==> config.mk <==
export PLATFORM = sky130hd
export DESIGN_NAME = vga_timing_gen
export DESIGN_NICKNAME = d
export VERILOG_FILES = /design/src/rtl/vga_timing_gen.sv
export SDC_FILE = /design/constraint.sdc
export NUM_CORES = 1
export LEC_CHECK = 0
export ABC_CLOCK_PERIOD_IN_PS = 3200
export CAP_MARGIN = 20
export CELL_PAD_IN_SITES_DETAIL_PLACEMENT = 1
export CELL_PAD_IN_SITES_GLOBAL_PLACEMENT = 1
export CORE_UTILIZATION = 44
export CTS_CLUSTER_DIAMETER = 200
export DETAILED_ROUTE_END_ITERATION = 8
export PLACE_DENSITY = 0.77
export SLEW_MARGIN = 20
export SYNTH_ARGS = -nofsm -noshare
export SYNTH_HDL_FRONTEND = slang
export SYNTH_SLANG_ARGS = --single-unit
==> constraint.sdc <==
create_clock -name clk -period 3.2 [get_ports clk]
set_input_delay 0.64 -clock clk [delete_from_list [all_inputs] [get_ports clk]]
set_output_delay 0.64 -clock clk [all_outputs]
set_load 0.005 [all_outputs]
==> src/rtl/vga_timing_gen.sv <==
// Parametrised VGA raster timing generator: pixel-rate divider, programmable sync/porch
// timing, beam and lookahead coordinates, and a frame-boundary run/halt control.
module vga_timing_gen #(
    parameter int H_ACTIVE  = 640,
    parameter int H_FP      = 16,
    parameter int H_SYNC    = 96,
    parameter int H_BP      = 48,
    parameter int V_ACTIVE  = 480,
    parameter int V_FP      = 10,
    parameter int V_SYNC    = 2,
    parameter int V_BP      = 33,
    parameter int H_POL     = 0,
    parameter int V_POL     = 0,
    parameter int CLK_DIV   = 2,
    parameter int LOOKAHEAD = 0,
    parameter int COL_W     = 10,
    parameter int ROW_W     = 9
) (
    input  logic             clk,
    input  logic             rst,
    input  logic             run,
    output logic             pixEn,
    output logic             hSync,
    output logic             vSync,
    output logic             displayActive,
    output logic             fetchActive,
    output logic [COL_W-1:0] column,
    output logic [ROW_W-1:0] row,
    output logic             lineStart,
    output logic             frameStart
);
    localparam int H_TOTAL = H_ACTIVE + H_FP + H_SYNC + H_BP;
    localparam int V_TOTAL = V_ACTIVE + V_FP + V_SYNC + V_BP;
    localparam int HW = $clog2(H_TOTAL + 1);
    localparam int VW = $clog2(V_TOTAL + 1);
    localparam int DW = $clog2(CLK_DIV + 1);

    localparam logic [DW-1:0] DIV_LAST = DW'(CLK_DIV - 1);
    localparam logic [HW-1:0] H_LAST   = HW'(H_TOTAL - 1);
    localparam logic [HW-1:0] H_ACT    = HW'(H_ACTIVE);
    localparam logic [HW-1:0] HS_BEG   = HW'(H_ACTIVE + H_FP);
    localparam logic [HW-1:0] HS_END   = HW'(H_ACTIVE + H_FP + H_SYNC);
    localparam logic [HW-1:0] LA_H0    = HW'(LOOKAHEAD);
    localparam logic [VW-1:0] V_LAST   = VW'(V_TOTAL - 1);
    localparam logic [VW-1:0] V_ACT    = VW'(V_ACTIVE);
    localparam logic [VW-1:0] VS_BEG   = VW'(V_ACTIVE + V_FP);
    localparam logic [VW-1:0] VS_END   = VW'(V_ACTIVE + V_FP + V_SYNC);
    localparam logic          HS_ON    = (H_POL != 0);
    localparam logic          VS_ON    = (V_POL != 0);

    localparam logic [0:0] S_HALT = 1'b0;
    localparam logic [0:0] S_RUN  = 1'b1;

    logic [0:0]       state_q, state_d;
    logic [DW-1:0]    divCnt_q, divCnt_d;
    logic [HW-1:0]    hCnt_q, hCnt_d, laH_q, laH_d;
    logic [VW-1:0]    vCnt_q, vCnt_d, laV_q, laV_d;
    logic             pixEn_q, pixEn_d, hSync_q, hSync_d, vSync_q, vSync_d;
    logic             dispAct_q, dispAct_d, fetchAct_q, fetchAct_d;
    logic [COL_W-1:0] column_q, column_d;
    logic [ROW_W-1:0] row_q, row_d;
    logic             lineStart_q, lineStart_d, frameStart_q, frameStart_d;
    logic             tick, running;

    always_comb begin
        tick     = (divCnt_q == DIV_LAST);
        divCnt_d = tick ? '0 : divCnt_q + 1'b1;
        state_d  = state_q;
        hCnt_d   = hCnt_q;
        vCnt_d   = vCnt_q;
        laH_d    = laH_q;
        laV_d    = laV_q;
        if (tick) begin
            if (state_q == S_HALT) begin
                if (run) state_d = S_RUN;
            end else begin
                if (hCnt_q == H_LAST) begin
                    hCnt_d = '0;
                    vCnt_d = (vCnt_q == V_LAST) ? '0 : vCnt_q + 1'b1;
                end else begin
                    hCnt_d = hCnt_q + 1'b1;
                end
                if (laH_q == H_LAST) begin
                    laH_d = '0;
                    laV_d = (laV_q == V_LAST) ? '0 : laV_q + 1'b1;
                end else begin
                    laH_d = laH_q + 1'b1;
                end
                // Halting tick wraps the lookahead to exactly (LOOKAHEAD,0), its HALT value.
                if (hCnt_q == H_LAST && vCnt_q == V_LAST && !run) state_d = S_HALT;
            end
        end

        // Outputs derive from next-state counters so they register on the same edge.
        running      = (state_d == S_RUN);
        pixEn_d      = tick;
        hSync_d      = (running && hCnt_d >= HS_BEG && hCnt_d < HS_END) ? HS_ON : ~HS_ON;
        vSync_d      = (running && vCnt_d >= VS_BEG && vCnt_d < VS_END) ? VS_ON : ~VS_ON;
        dispAct_d    = running && (hCnt_d < H_ACT) && (vCnt_d < V_ACT);
        fetchAct_d   = running && (laH_d < H_ACT) && (laV_d < V_ACT);
        column_d     = fetchAct_d ? COL_W'(laH_d) : '0;
        row_d        = fetchAct_d ? ROW_W'(laV_d) : '0;
        lineStart_d  = tick && running && (hCnt_d == '0);
        frameStart_d = lineStart_d && (vCnt_d == '0);
    end

    always_ff @(posedge clk) begin
        if (!rst) begin
            state_q      <= S_HALT;
            divCnt_q     <= '0;
            hCnt_q       <= '0;
            vCnt_q       <= '0;
            laH_q        <= LA_H0;
            laV_q        <= '0;
            pixEn_q      <= 1'b0;
            hSync_q      <= ~HS_ON;
            vSync_q      <= ~VS_ON;
            dispAct_q    <= 1'b0;
            fetchAct_q   <= 1'b0;
            column_q     <= '0;
            row_q        <= '0;
            lineStart_q  <= 1'b0;
            frameStart_q <= 1'b0;
        end else begin
            state_q      <= state_d;
            divCnt_q     <= divCnt_d;
            hCnt_q       <= hCnt_d;
            vCnt_q       <= vCnt_d;
            laH_q        <= laH_d;
            laV_q        <= laV_d;
            pixEn_q      <= pixEn_d;
            hSync_q      <= hSync_d;
            vSync_q      <= vSync_d;
            dispAct_q    <= dispAct_d;
            fetchAct_q   <= fetchAct_d;
            column_q     <= column_d;
            row_q        <= row_d;
            lineStart_q  <= lineStart_d;
            frameStart_q <= frameStart_d;
        end
    end

    assign pixEn         = pixEn_q;
    assign hSync         = hSync_q;
    assign vSync         = vSync_q;
    assign displayActive = dispAct_q;
    assign fetchActive   = fetchAct_q;
    assign column        = column_q;
    assign row           = row_q;
    assign lineStart     = lineStart_q;
    assign frameStart    = frameStart_q;
endmodule

* Word level (Yosys, flattened, before mapping)
Cells that the tools add are included.
** Word-level totals
- Bits of input ports :: 3
- Output and inout bits :: 26
- Word-level logic and storage cells :: 72
- Flip-flop bits (word level) :: 69
** Cells by class
- Order comparisons :: 8
- Mux-type cells :: 20
- Add/sub/neg operators :: 5
- Reductions and logical operators :: 18
- Bitwise gates (word level) :: 1
- Eq/ne operators :: 5
** Operators by type and width (count)
- $mux W10 :: 14
- $add A10 B1 Y10 const B :: 4
- $eq A10 B10 Y1 const B :: 4
- $lt A10 B10 Y1 const B :: 3
- $lt A10 B9 Y1 const B :: 3
- $logic_not A10 Y1 :: 2
- $logic_and A1 B1 Y1 :: 13
- $ge A10 B10 Y1 const B :: 1
- $ge A10 B9 Y1 const B :: 1
- $mux W1 :: 6
- $add A2 B1 Y2 const B :: 1
- $eq A2 B1 Y1 const B :: 1
- $reduce_and A2 Y1 :: 1
- $reduce_or A2 Y1 :: 1
- $logic_not A1 Y1 :: 1
- $not A1 Y1 :: 1

* Depth between registers and ports, before layout
Gate-level depths: netlist (run 1).
- Depth after elaboration :: 9
- Gate-level depth with buffers :: 11
- Gate-level depth less buffers :: 8

* Worst setup path after synthesis (run 1)
Ideal clock, no wire load.
- Path kind :: register to register
- Start :: register laH_q[0]
- End :: register row_q[7] (netlist: row[7])
- Slack :: 0.815 ns
- Setup time :: 0.131 ns
- Cell stages (with the launch flop) :: 10
- Clock period less this slack :: 2.385 ns
- Buffers on the path :: 2
- Arrival time :: 2.254 ns
- Required time :: 3.069 ns
- Cells stage by stage :: dfxtp_1 -> ha_1 -> nand2_1 -> or4_4 -> buf_6 -> nor4_2 -> o221ai_2 -> o211ai_4 -> buf_6 -> nor2_1
** On the way
- Longest elaborated chain between the ends :: 8
- Elaborated cells on any way between the ends :: 13
- Those cells by class :: add/sub: 1; order compare: 2; eq/ne: 1; mux: 6; reduce/logical: 3
** RTL lines
- from (decl) :: RTL line 56 : logic [HW-1:0] hCnt_q, hCnt_d, laH_q, laH_d;
- from (signal assigned) :: RTL line 129 : laH_q <= laH_d;
- $add A10 B1 Y10 / $eq A10 B10 Y1 (equally long branches) :: RTL line 87, 83
- $mux W10 :: RTL line 83 : if (laH_q == H_LAST) begin
- $mux W10 :: RTL line 74 : if (state_q == S_HALT) begin
- $mux W10 :: RTL line 73 : if (tick) begin
- $lt A10 B10 Y1 :: RTL line 100 : fetchAct_d = running && (laH_d < H_ACT) && (laV_d < V_ACT);
- $logic_and A1 B1 Y1 (2 in a row) :: RTL line 100
- $reduce_and A2 Y1 (no line)
- to (signal assigned) :: RTL line 137 : row_q <= row_d;
- to (decl) :: RTL line 61 : logic [ROW_W-1:0] row_q, row_d;
Several ways; a longest one is shown, not always the timed one.
A chain may end at the register's enable or synchronous reset.

* Final worst setup path (run 1)
- Start :: register laH_q[0]
- End :: register row_q[0] (netlist: row[0])
Same word-level chain as after synthesis.

==> results of run 1 <==
[state kept, by name, indices dropped and copies added, names as in the netlist, 2 cells and up]
signal    count
laV_q        10
hCnt_q       10
divCnt_q      2
row           9
laH_q        10
column       10
vCnt_q       10
[final cells by class]
type / instances / share of cell area, %
clock buffers: 9 / 3.18
repair buffers: 35 / 8.54
well taps: 99 / 3.18
flip-flops and latches: 69 / 35.4
inverters: 11 / 1.06
multi-input cells: 287 / 47.3
clock inverters: 7 / 1.32
[per-layer routing]
metal	GRT usage (%)	share of wire (%)	vias up
met3	3.51	2.2	10
li1	-	-	1449
met1	28.1	47	1439
met4	7.50	1.2	0
met5	0	0	-
met2	39.0	49	44
[cell usage after synthesis (5+ instances only)]
| cell | number | share of area, % |
|---|---|---|
| dfxtp_1 | 69 | 41 |
| nor2_1 | 33 | 3.7 |
| nand2_1 | 27 | 3.0 |
| nor2b_1 | 20 | 3.7 |
| o21ai_0 | 19 | 2.8 |
| and2_1 | 18 | 3.4 |
| nand3_1 | 16 | 2.4 |
| clkbuf_1 | 15 | 1.7 |
| nand4_1 | 15 | 2.8 |
| a21oi_1 | 11 | 1.6 |
| inv_1 | 11 | 1.2 |
| nor3_1 | 10 | 1.5 |
| xor2_1 | 10 | 2.6 |
| and4_1 | 8 | 2.1 |
| ha_1 | 7 | 2.6 |
| or3_1 | 7 | 1.3 |
| a21boi_0 | 6 | 1.3 |
| and3_1 | 5 | 0.93 |
| nor4_1 | 5 | 0.93 |
| o21a_1 | 5 | 1.1 |
| or4_1 | 5 | 1.1 |
[power by group]
group	total, mW	internal, mW	switching [mW]	leakage [nW]
clock network	0.651	0.284	0.368	0.0856
logic	0.0994	0.0430	0.0564	0.725
registers	0.888	0.873	0.0142	0.557
total	1.64	1.20	0.438	1.37
[worst max-delay path by stage]
stage	startpoint	endpoint	slack, ns	cells past startpoint
2_1_floorplan	laH_q[0]	row[7]	0.81	9
3_3_place_gp	state_q	column[3]	0.65	6
3_5_place_dp	laH_q[0]	column[7]	0.49	7
4_1_cts	laH_q[0]	column[7]	0.46	7
5_1_grt	laH_q[0]	column[1]	0.31	7
6_report	laH_q[0]	row[0]	0.47	7
[critical path, cell delays in order (launching register included)]
cell,delay [ns]
dfxtp_1,0.41
ha_1,0.23
nand2_1,0.17
or4_4,0.64
nor3b_1,0.33
o221ai_2,0.18
o211ai_4,0.52
nor2b_1,0.11
[per-stage QoR]
stage	util, %	instances
after floorplan	-	386
after global placement	50.8	501
after detailed placement	50.8	501
after CTS	53.2	517
after global routing	53.2	517
final	53.2	517
[logic make-up (layout without fill, tap and decap cells)]
kind of cell / count (synthesis) / after routing
AND/OR/NAND/NOR: 187 / 187
AO/OA/AOI/OAI: 76 / 76
flip-flops: 69 / 69
buffers and inverters: 30 / 62
XOR/XNOR: 14 / 14
adder cells (fa/ha/maj): 7 / 7
multiplexers: 3 / 3
==> run metrics, run 1 <==
Hold WS 0.424 ns; Mapped Area 3360 um^2; cts repair resizes 0; power per standard cell area 420 nW/um^2; ys async rst share 0%; synthesized-area fraction occupied by adder cells 2.61%; ant diodes 0; clk buf depth 2; TritonCTS clock tree done; worst hold path type flip-flop to flip-flop; mux contribution to synthesized area 0.932%; Hold Crit Start divCnt_q[0]; setup TNS 0 ns; CTS clk-pin slew, worst paths 0.08 ns; H-tree depth 3; combinational family with the most area after synthesis simple AND/OR/NAND/NOR gates; status complete, no violations; Worst Path Arrival 2.95 ns; Compound-Gate Fraction of Synth Area 15.7%; max-cap violations 0; Synth-to-Final Area Change 16.2%; Num CTS Buffers 9; fillers 871; sequential share of the synthesized area 41.2%; number of flops mapped to enable cells by yosys 0; Final setup violation count 0; Slew Limit Fails 0; worst reg2reg path startpoint laH_q[0]; period utilization 85.4%; gr usage total 22.3%; Post CTS Setup Buffer Count 0; sequential cell area 1380 um^2; worst slack at placement 0.489 ns; Syn Area/Cell 8.69 um^2; Crit. End Element flip-flop; Hold Vio Cnt, Final 0; Static Leak 1.37 nW; ANT nets after route 0; Finished Cell Area 3900 um^2; post-layout power 1.64 mW; DRC errors left 0; Post-Syn Instances 386; Starting DRT DRC Count 73; critical path peak fanout 19; Worst-Margin Slew 0.914 ns; Cell Rows 31; top_reg_cell synth dfxtp_1; unrepaired setup endpoints after global routing false; FF-to-FF End row[0]; most frequent cells in the layout dfxtp_1 (69), nor2_1 (33), clkdlybuf4s50_1 (28); total grt overflow 0; Final HPWL DP 5830 um; Post-DP Area 3720 um^2; Root Driver clkbuf_8; worst skew pair latency 0.35 ns; area of the multi-input gates 1840 um^2; drt first pass iters 6; FMAX 366 MHz; hold path endpoint divCnt_q[0]; Vert. Die Dim 89.3 um; # IOs 29; xor/xnor share of the synthesized area 3.65%; Synth warnings 0; Worst R2R Path Depth 7; share of layout cells above drive strength 1 7.89%; Die X 89.3 um; die area 7980 um^2; Post-CTS Hold Fix Bufs 0; Core Region 7330 um^2; slew margin rel. 38.5%; FF+latch count, synth 69; largest net degree at the start of global routing 43; Startpoint Class flip-flop; Routed Wire Length 8410 um; Final min period 2.73 ns; Netlist cell types 57; vias in the first global route 2,874; Worst R2R Setup Slack 0.47 ns; most common cell after layout, fill and taps aside dfxtp_1; hold path depth 1; Wirelength per Cell 16.3 um; initial antenna violation count 0; via count 2,942; Via-to-Cell Ratio 5.69; PortBufs 28; Peak VDD IR 0.242 mV; Final Skew 0.00424 ns; Post-layout nets 423; Syn Nets 396; GP Congestion 0.848; Initial Util 45.8%; Worst Path Class, Setup flip-flop to flip-flop; setup ws final 0.467 ns; CTS sink cnt 69; Simple-Gate Fraction of Synth Area 32.0%; Worst Path Required 3.41 ns; first-pass GRT wire length 13,700 um
Note: power is estimated with default switching activity, not from simulation.
==> inputs of run 2 (changes only) <==
CORE_UTILIZATION = 48   (was 44)
DONT_BUFFER_PORTS = 1   (was not set)
PLACE_DENSITY = 0.76   (was 0.77)
RECOVER_POWER = 50   (was not set)
==> run 2 against run 1 <==
Critical path depth increased by 1. Register-to-register slack got worse by 0.04 ns. Utilization is 0.76 points higher. Critical endpoint is now frameStart. Largest power group unchanged. Worst setup slack worse by 0.039 ns. Wire length down 8.3%. Worst hold slack got worse by 0.0049 ns. Clock power up 30%. Sequential power about the same. Non-clock buffer count is 29 lower. Die area is 8.2% lower. Via count fell by 5.4%.
==> run metrics, run 2 (same netlist as run 1, synthesis figures left out) <==
Static Leak 1.29 nW; Wirelength per Cell 16.5 um; ant diodes 0; Core Region 6760 um^2; Slew Limit Fails 0; unrepaired setup endpoints after global routing false; Final setup violation count 0; area of the multi-input gates 1840 um^2; Worst Path Required 3.46 ns; H-tree depth 3; Post-DP Area 3410 um^2; total grt overflow 0; via count 2,782; share of layout cells above drive strength 1 7.73%; Routed Wire Length 7710 um; Vert. Die Dim 85.6 um; Worst path max stage delay 0.55 ns; GP Congestion 0.784; CTS clk-pin slew, worst paths 0.08 ns; Post-layout nets 394; setup ws final 0.428 ns; CTS sink cnt 69; placed cell count 453; CP max-delay cell and2_0; power per standard cell area 496 nW/um^2; ANT nets after route 0; Final HPWL DP 5340 um; Final Skew 0.00898 ns; Worst R2R Path Depth 8; setup TNS 0 ns; largest net degree at the start of global routing 44; Peak VDD IR 0.284 mV; crit-path leading delay family simple AND/OR/NAND/NOR gates; DRC errors left 0; Starting DRT DRC Count 86; Cell Chain, Critical Path ha_1, clkbuf_1, and2_0, and4_1, o21ai_0, nor4_1, and4_1, nor4b_2; sequential cell area 1380 um^2; Hold WS 0.419 ns; Initial Util 49.7%; Via-to-Cell Ratio 5.94; vias in the first global route 2,634; fillers 822; worst hold path type primary input to flip-flop; Worst-Margin Slew 0.715 ns; first-pass GRT wire length 13,000 um; gr usage total 22.5%; most used cell, CP and4_1; clk buf depth 2; FMAX 361 MHz; period utilization 86.6%; drt first pass iters 4; # IOs 29; initial antenna violation count 0; Worst Path Arrival 3.04 ns; most common cell after layout, fill and taps aside dfxtp_1; Post CTS Setup Buffer Count 0; hold path depth 1; Root Driver clkbuf_8; Num CTS Buffers 9; Synth-to-Final Area Change 8.61%; worst skew pair latency 0.34 ns; Hold Vio Cnt, Final 0; most frequent cells in the layout dfxtp_1 (69), nor2_1 (33), nand2_1 (27); die area 7330 um^2; Worst Path Class, Setup flip-flop to flip-flop; cts repair resizes 0; Startpoint Class flip-flop; worst path bufs/invs 1; worst slack at placement 0.530 ns; max-cap violations 0; PortBufs 0; TritonCTS clock tree done; Finished Cell Area 3640 um^2; status complete, no violations; critical path peak fanout 11; Crit. End Element flip-flop; Post-CTS Hold Fix Bufs 0; Die X 85.6 um; Final min period 2.77 ns; slew margin rel. 51.9%; Final Non-Filler Cells 468; Cell Rows 30; WP depth 8
-- run 2: changes by cell type in the layout (fill, tap and decap cells not counted), moves of 2 or more --
cell             delta
and2_0              +4
and2_1              -4
buf_4               -2
bufinv_16           +3
clkdlybuf4s50_1    -28
clkinvlp_4          -2
-- run 2: final cells by class --
cell class / count / area share (%)
clock buffer: 9 / 3.40
clock inverter: 6 / 3.09
tap: 80 / 2.75
sequential: 69 / 37.9
multi-input combinational: 287 / 50.6
inverter: 11 / 1.13
timing repair buffer: 6 / 1.13
-- run 2: report_power, final --
group	leakage [nW]	internal [mW]	total (mW)	switching (mW)
clock	0.119	0.515	0.849	0.334
combinational	0.613	0.0257	0.0711	0.0454
sequential	0.557	0.874	0.889	0.0155
total	1.29	1.41	1.81	0.395
-- run 2: worst reg2reg max path, delay by kind of cell (launching register included) --
kind / cells / cell delay (ns)
buffers and inverters: 1 / 0.38
adder cells (fa/ha/maj): 1 / 0.23
AND/OR/NAND/NOR: 5 / 1.63
AO/OA/AOI/OAI: 1 / 0.14
flip-flops: 1 / 0.33
-- run 2: metal layers --
metal / wire (um) / up-vias / GRT usage [%]
li1: - / 1389 / -
met1: 3610 / 1334 / 28.4
met2: 3720 / 49 / 38.0
met3: 282 / 10 / 5.87
met4: 96 / 0 / 6.36
met5: 0 / - / 0
-- run 2: metrics by stage --
step / power [mW] / util (%)
2_1_floorplan: 0.970 / -
3_3_place_gp: 0.980 / 50.5
3_5_place_dp: 0.983 / 50.5
4_1_cts: 1.84 / 54.0
5_1_grt: 1.88 / 53.9
6_report: 1.81 / 53.9
-- run 2: path summary, 6_finish.rpt --
path | from | to | slack (ns)
hold reg to reg | divCnt_q[0] | divCnt_q[0] | 0.42
setup / recovery | divCnt_q[0] | frameStart | 0.43
hold / removal | rst | hCnt_q[7] | 0.42
setup reg to reg | divCnt_q[0] | frameStart | 0.43
